## config.mk

```make
export PLATFORM = sky130hd
export DESIGN_NAME = alu_arbiter_flat
export DESIGN_NICKNAME = d
export VERILOG_FILES = /design/src/rtl/alu_arbiter_if.sv /design/src/rtl/alu_arbiter.sv /design/src/flat_wrapper.sv
export SDC_FILE = /design/constraint.sdc
export NUM_CORES = 1
export LEC_CHECK = 0
export BUFFER_PORTS_ARGS = -buffer_cell sky130_fd_sc_hd__buf_2
export CAP_MARGIN = 20
export CORE_MARGIN = 3
export CORE_UTILIZATION = 46
export CTS_CLUSTER_DIAMETER = 80
export DETAILED_ROUTE_END_ITERATION = 10
export PLACE_DENSITY = 0.9
export SETUP_SLACK_MARGIN = 0.02
export SLEW_MARGIN = 20
export SYNTH_ARGS = -nofsm -noshare
export SYNTH_HDL_FRONTEND = slang
export SYNTH_SLANG_ARGS = --single-unit
```

## constraint.sdc

```tcl
create_clock -name CLK -period 1.85 [get_ports CLK]
set_input_delay 0.37 -clock CLK [delete_from_list [all_inputs] [get_ports CLK]]
set_output_delay 0.37 -clock CLK [all_outputs]
set_load 0.005 [all_outputs]
```

## src/rtl/alu_arbiter_if.sv

```systemverilog
// alu_arbiter_if: bundles the two requester channels and the shared-ALU channel of alu_arbiter.
//   Requester side : req0/req1, op1_x/op2_x, opcode0/1 (to arbiter);
//                    ack0/1, res0/1, flags0/1 {v,n,z}, busy (from arbiter).
//   ALU side       : alu_op1/alu_op2/alu_opcode (from arbiter);
//                    alu_res, alu_z/alu_n/alu_v (from the combinational ALU).
//   slave  modport : seen by the arbiter.
//   master modport : seen by the environment (requesters and ALU).
interface alu_arbiter_if;
  logic        req0;
  logic        req1;
  logic [31:0] op1_0;
  logic [31:0] op2_0;
  logic [31:0] op1_1;
  logic [31:0] op2_1;
  logic [3:0]  opcode0;
  logic [3:0]  opcode1;
  logic        ack0;
  logic        ack1;
  logic [31:0] res0;
  logic [31:0] res1;
  logic [2:0]  flags0;
  logic [2:0]  flags1;
  logic        busy;
  logic [31:0] alu_op1;
  logic [31:0] alu_op2;
  logic [3:0]  alu_opcode;
  logic [31:0] alu_res;
  logic        alu_z;
  logic        alu_n;
  logic        alu_v;

  modport slave (
    input  req0, req1, op1_0, op2_0, op1_1, op2_1, opcode0, opcode1,
    input  alu_res, alu_z, alu_n, alu_v,
    output ack0, ack1, res0, res1, flags0, flags1, busy,
    output alu_op1, alu_op2, alu_opcode
  );

  modport master (
    output req0, req1, op1_0, op2_0, op1_1, op2_1, opcode0, opcode1,
    output alu_res, alu_z, alu_n, alu_v,
    input  ack0, ack1, res0, res1, flags0, flags1, busy,
    input  alu_op1, alu_op2, alu_opcode
  );
endinterface

```

## src/rtl/alu_arbiter.sv

```systemverilog
// alu_arbiter: shares one combinational ALU between two requesters.
//   Sequence per operation: IDLE (arbitrate + latch) -> EXEC (capture result) -> DONE -> IDLE,
//   with the ack pulse registered on the DONE->IDLE edge (ack two edges after the grant edge).
// Ports:
//   CLK  : clock, rising edge
//   nRST : asynchronous active-low reset
//   bus  : alu_arbiter_if.slave (requester channels, results/flags/acks, busy, ALU channel)
// Configuration:
//   ALU_ARB_RR_EN defined   -> round-robin on ties (requester not granted last wins)
//   ALU_ARB_RR_EN undefined -> requester 0 always wins ties
module alu_arbiter (
  input logic         CLK,
  input logic         nRST,
  alu_arbiter_if.slave bus
);

  typedef enum logic [1:0] {
    StIdle = 2'b00,
    StExec = 2'b01,
    StDone = 2'b10
  } state_e;

  state_e      state_q, state_d;

  logic        id_q;
  logic [31:0] op1_q;
  logic [31:0] op2_q;
  logic [3:0]  opcode_q;
  logic [31:0] res0_q;
  logic [31:0] res1_q;
  logic [2:0]  flags0_q;
  logic [2:0]  flags1_q;
  logic        ack0_q;
  logic        ack1_q;

  logic        any_req;
  logic        grant_id;

  assign any_req = bus.req0 | bus.req1;

`ifdef ALU_ARB_RR_EN
  logic last_q;

  // On a tie the requester not served last wins; otherwise the sole requester wins.
  always_comb begin
    if (bus.req0 && bus.req1) begin
      grant_id = ~last_q;
    end else begin
      grant_id = bus.req1;
    end
  end

  // Reset value 1 makes requester 0 win the first tie.
  always_ff @(posedge CLK or negedge nRST) begin
    if (!nRST) begin
      last_q <= 1'b1;
    end else if (state_q == StDone) begin
      last_q <= id_q;
    end
  end
`else
  // Fixed priority: requester 0 wins whenever it asks.
  always_comb begin
    grant_id = ~bus.req0;
  end
`endif

  // State register
  always_ff @(posedge CLK or negedge nRST) begin
    if (!nRST) begin
      state_q <= StIdle;
    end else begin
      state_q <= state_d;
    end
  end

  // Next-state logic
  always_comb begin
    state_d = state_q;
    case (state_q)
      StIdle:  if (any_req) state_d = StExec;
      StExec:  state_d = StDone;
      StDone:  state_d = StIdle;
      default: state_d = StIdle;
    endcase
  end

  // Datapath registers: operands latched only at the grant edge, so later operand changes and
  // dropped requests cannot disturb an operation in flight.
  always_ff @(posedge CLK or negedge nRST) begin
    if (!nRST) begin
      id_q     <= 1'b0;
      op1_q    <= '0;
      op2_q    <= '0;
      opcode_q <= '0;
      res0_q   <= '0;
      res1_q   <= '0;
      flags0_q <= '0;
      flags1_q <= '0;
      ack0_q   <= 1'b0;
      ack1_q   <= 1'b0;
    end else begin
      ack0_q <= 1'b0;
      ack1_q <= 1'b0;
      case (state_q)
        StIdle: begin
          if (any_req) begin
            id_q     <= grant_id;
            op1_q    <= grant_id ? bus.op1_1   : bus.op1_0;
            op2_q    <= grant_id ? bus.op2_1   : bus.op2_0;
            opcode_q <= grant_id ? bus.opcode1 : bus.opcode0;
          end
        end
        StExec: begin
          if (id_q) begin
            res1_q   <= bus.alu_res;
            flags1_q <= {bus.alu_v, bus.alu_n, bus.alu_z};
          end else begin
            res0_q   <= bus.alu_res;
            flags0_q <= {bus.alu_v, bus.alu_n, bus.alu_z};
          end
        end
        StDone: begin
          ack0_q <= ~id_q;
          ack1_q <= id_q;
        end
        default: ;
      endcase
    end
  end

  // Outputs: all registered, ALU driven only from latched values.
  always_comb begin
    bus.busy       = (state_q != StIdle);
    bus.ack0       = ack0_q;
    bus.ack1       = ack1_q;
    bus.res0       = res0_q;
    bus.res1       = res1_q;
    bus.flags0     = flags0_q;
    bus.flags1     = flags1_q;
    bus.alu_op1    = op1_q;
    bus.alu_op2    = op2_q;
    bus.alu_opcode = opcode_q;
  end

endmodule

```

## src/flat_wrapper.sv

```systemverilog
// flat-port wrapper written by rule: the top's interface ports become plain ports
module alu_arbiter_flat 
  (CLK, nRST, bus_req0, bus_req1, bus_op1_0, bus_op2_0, bus_op1_1, bus_op2_1, bus_opcode0, bus_opcode1, bus_alu_res, bus_alu_z, bus_alu_n, bus_alu_v, bus_ack0, bus_ack1, bus_res0, bus_res1, bus_flags0, bus_flags1, bus_busy, bus_alu_op1, bus_alu_op2, bus_alu_opcode);
  alu_arbiter_if bus_i ();
  input logic CLK;
  input logic nRST;
  input wire logic [$bits(bus_i.req0)-1:0] bus_req0;
  input wire logic [$bits(bus_i.req1)-1:0] bus_req1;
  input wire logic [$bits(bus_i.op1_0)-1:0] bus_op1_0;
  input wire logic [$bits(bus_i.op2_0)-1:0] bus_op2_0;
  input wire logic [$bits(bus_i.op1_1)-1:0] bus_op1_1;
  input wire logic [$bits(bus_i.op2_1)-1:0] bus_op2_1;
  input wire logic [$bits(bus_i.opcode0)-1:0] bus_opcode0;
  input wire logic [$bits(bus_i.opcode1)-1:0] bus_opcode1;
  input wire logic [$bits(bus_i.alu_res)-1:0] bus_alu_res;
  input wire logic [$bits(bus_i.alu_z)-1:0] bus_alu_z;
  input wire logic [$bits(bus_i.alu_n)-1:0] bus_alu_n;
  input wire logic [$bits(bus_i.alu_v)-1:0] bus_alu_v;
  output wire logic [$bits(bus_i.ack0)-1:0] bus_ack0;
  output wire logic [$bits(bus_i.ack1)-1:0] bus_ack1;
  output wire logic [$bits(bus_i.res0)-1:0] bus_res0;
  output wire logic [$bits(bus_i.res1)-1:0] bus_res1;
  output wire logic [$bits(bus_i.flags0)-1:0] bus_flags0;
  output wire logic [$bits(bus_i.flags1)-1:0] bus_flags1;
  output wire logic [$bits(bus_i.busy)-1:0] bus_busy;
  output wire logic [$bits(bus_i.alu_op1)-1:0] bus_alu_op1;
  output wire logic [$bits(bus_i.alu_op2)-1:0] bus_alu_op2;
  output wire logic [$bits(bus_i.alu_opcode)-1:0] bus_alu_opcode;
  assign bus_i.req0 = bus_req0;
  assign bus_i.req1 = bus_req1;
  assign bus_i.op1_0 = bus_op1_0;
  assign bus_i.op2_0 = bus_op2_0;
  assign bus_i.op1_1 = bus_op1_1;
  assign bus_i.op2_1 = bus_op2_1;
  assign bus_i.opcode0 = bus_opcode0;
  assign bus_i.opcode1 = bus_opcode1;
  assign bus_i.alu_res = bus_alu_res;
  assign bus_i.alu_z = bus_alu_z;
  assign bus_i.alu_n = bus_alu_n;
  assign bus_i.alu_v = bus_alu_v;
  assign bus_ack0 = bus_i.ack0;
  assign bus_ack1 = bus_i.ack1;
  assign bus_res0 = bus_i.res0;
  assign bus_res1 = bus_i.res1;
  assign bus_flags0 = bus_i.flags0;
  assign bus_flags1 = bus_i.flags1;
  assign bus_busy = bus_i.busy;
  assign bus_alu_op1 = bus_i.alu_op1;
  assign bus_alu_op2 = bus_i.alu_op2;
  assign bus_alu_opcode = bus_i.alu_opcode;
  alu_arbiter u_core (.CLK(CLK), .nRST(nRST), .bus(bus_i));
endmodule
```

==> results.json <==
{
  "status": "completed",
  "finalHoldViolCount": 0,
  "routabilityCongestion": 0.815,
  "power_density_mw_per_mm2": 1700,
  "relSlewSlack_pct": 76.9,
  "design.core.area_mm2": 0.0129,
  "r2r_end": "u_core.bus.alu_op2[8]",
  "slew_viol_final": 0,
  "setup_slack_ns": 0.240,
  "path_clk_slew_ns": 0.06,
  "ir_worst_vdd_mv": 1.15,
  "cts_resized": 0,
  "grt_max_degree": 62,
  "seq_area_frac_synth_pct": 58.1,
  "period_share_pct": 87.0,
  "port_buffers": 315,
  "end_kind": "output port",
  "start_util_pct": 47.8,
  "critPathLaunchType": "register",
  "antenna_found_initial": 1,
  "final_antenna_net_count": 0,
  "rsz0062_at_grt": "no",
  "clock_sinks": 143,
  "wl_per_cell_um": 17.8,
  "final_area_mm2": 0.00857,
  "drc_errors": 0,
  "synth_common_cells": "mux2_2, dfrtp_1, buf_2",
  "clockBufferDepth": 2,
  "period_needed_ns": 1.61,
  "syn-cell-area_mm2": 0.00616,
  "crit_arrival_ns": 1.24,
  "first_global_vias": 4903,
  "fin_nets": 880,
  "cp_cell_sequence": "nor2_2 > buf_4 > inv_1 > buf_2",
  "pin_count": 316,
  "drt-initial-drc-count": 131,
  "worst-r2r-cell-count": 4,
  "cap_violations": 0,
  "h-tree-depth": 4,
  "synth_cell_types": 17,
  "reg2reg_from": "u_core.state_q[0]",
  "postCtsHoldBufs": 1,
  "timing.fmax_mhz": 621,
  "r2r_slack_ns": 0.27,
  "wirelength_um": 15900,
  "yosysTopAreaCell": "dfrtp_1",
  "viasPerCell": 4.96,
  "root_buffer": "clkbuf_16",
  "cts_tree": "yes",
  "yosysWarningCount": 0,
  "async_flop_share_pct": 100,
  "setup_viol": 0,
  "power_leakage_uw": 0.00418,
  "rows": 41,
  "vias": 4419,
  "synth-seq-cells": 143,
  "numCtsBuffers": 17,
  "ff_latch_area_mm2": 0.00358,
  "yosys-top-cells-area": "dfrtp_1, mux2_2, mux2_4",
  "crit_type": "reg2out",
  "worstHoldStart": "bus_alu_res[29]",
  "synth-edff-count": 0,
  "required_ns": 1.48,
  "grt_pass1_wl_um": 24400,
  "track_usage_pct": 21.6,
  "holdPathEnd": "u_core.bus.res0[29]",
  "hold_path_class": "in2reg",
  "crit_fanout": 4,
  "cpMaxStageDelayCell": "dfrtp_1",
  "max_stage_delay_ns": 0.41,
  "crit_buf_inv": 3,
  "worst_pin_slew_ns": 0.347,
  "cpLargestDelayFamily": "flip-flops",
  "dp_hpwl_um": 12200,
  "clock_skew_ns": 0.00404,
  "placed_area_mm2": 0.00796,
  "synth_top_area_share_pct": 58.1,
  "dieArea_mm2": 0.0148,
  "drive_gt1_share_pct": 78.4,
  "die_w_um": 122,
  "die_y_um": 122,
  "dpl_worst_slack_ns": 0.249,
  "final_cells": 891,
  "holdPathStages": 2,
  "final_core_util_pct": 66.6,
  "fillers": 925,
  "first_pass_iters": 4,
  "fin_setup_tns_ns": 0,
  "post_cts_buffers": 0,
  "overflow": 0,
  "yosysMostFrequentCell": "mux2_2",
  "clock_latency_ns": 0.41,
  "multi_input_area_mm2": 0.00242,
  "syn_inst": 382,
  "dp_cells": 857,
  "ys.flop_type": "dfrtp_1",
  "avgSynthCellArea_um2": 16.1,
  "area_delta_synth_final_pct": 39.2,
  "synth_fp_nets": 557
}
## kinds of logic after synthesis
kind of cell           after synthesis  share of synthesized area (%)
buffers and inverters               24                           2.66
and+or+nand+nor                      6                          0.712
muxes                              206                           38.2
AOI/OAI and AO/OA                    3                          0.285
DFF                                143                           58.1
## worst max-delay path by stage
| stage | startpoint | end | slack [ns] | cells after the start |
|---|---|---|---|---|
| after floorplan | bus_req0 | u_core.bus.alu_op1[10] | 0.27 | 4 |
| after global placement | bus_req0 | u_core.bus.alu_op2[7] | 0.29 | 4 |
| after detailed placement | bus_req0 | u_core.bus.alu_op1[29] | 0.25 | 4 |
| after CTS | u_core.state_q[0] | bus_busy | 0.22 | 4 |
| after global routing | u_core.state_q[0] | bus_busy | 0.18 | 4 |
| final | u_core.state_q[0] | bus_busy | 0.24 | 4 |
## cells in the final DEF (no fill, tap or decap), drive strengths merged
cell         count
a21oi            2
and3b            1
buf            326
bufinv           3
clkbuf          21
clkinv           6
clkinvlp         2
dfrtp          143
diode            1
dlygate4sd3      1
inv              1
mux2           206
nand2            1
nor2             1
nor2b            2
nor3b            1
o21a             1
## registers in the layout (all words and copies together), names as in the netlist
name and flops:
u_core.bus.alu_op1 32, u_core.bus.alu_op2 32, u_core.bus.res0 32, u_core.bus.res1 32
u_core.bus.alu_opcode 4, u_core.bus.flags0 3, u_core.bus.flags1 3, u_core.state_q 2
u_core.bus.ack0 1, u_core.bus.ack1 1, u_core.id_q 1
## per-layer routing
metal	part of all wire [%]	vias up	track usage, %	routed length [um]
li1	-	2028	-	-
met1	35	2166	21.5	5480
met2	56	193	41.5	8920
met4	2.3	0	9.38	367
met5	0	-	0	0
met3	6.9	32	5.99	1090
## where the power goes
group | internal [uW] | switching [uW] | total [uW]
registers | 4760 | 857 | 5620
logic | 3290 | 2220 | 5510
clock network | 2180 | 1240 | 3430
## stage by stage
| step | hold slack (ns) | power, uW |
|---|---|---|
| after floorplan | 0.0744 | 8630 |
| after global placement | 0.281 | 10900 |
| after detailed placement | 0.284 | 11200 |
| after CTS | 0.173 | 14700 |
| after global routing | 0.181 | 15400 |
| final | 0.199 | 14600 |
## worst register-to-register path: stages, from the launching register on
cell and delay (ns):
dfrtp_1 0.41, nor2_2 0.13, o21a_2 0.18, buf_12 0.31
mux2_2 0.43
## cell type report
cell class	instances	share of cell area, %
flip-flops and latches	143	41.7
multi-input cells	215	28.3
repair buffers	327	20.4
clock buffers	21	5.37
well taps	172	2.51
clock inverters	11	1.62
inverters	1	0.0438
diodes	1	0.0292
Note: power is estimated with default switching activity, not from simulation.
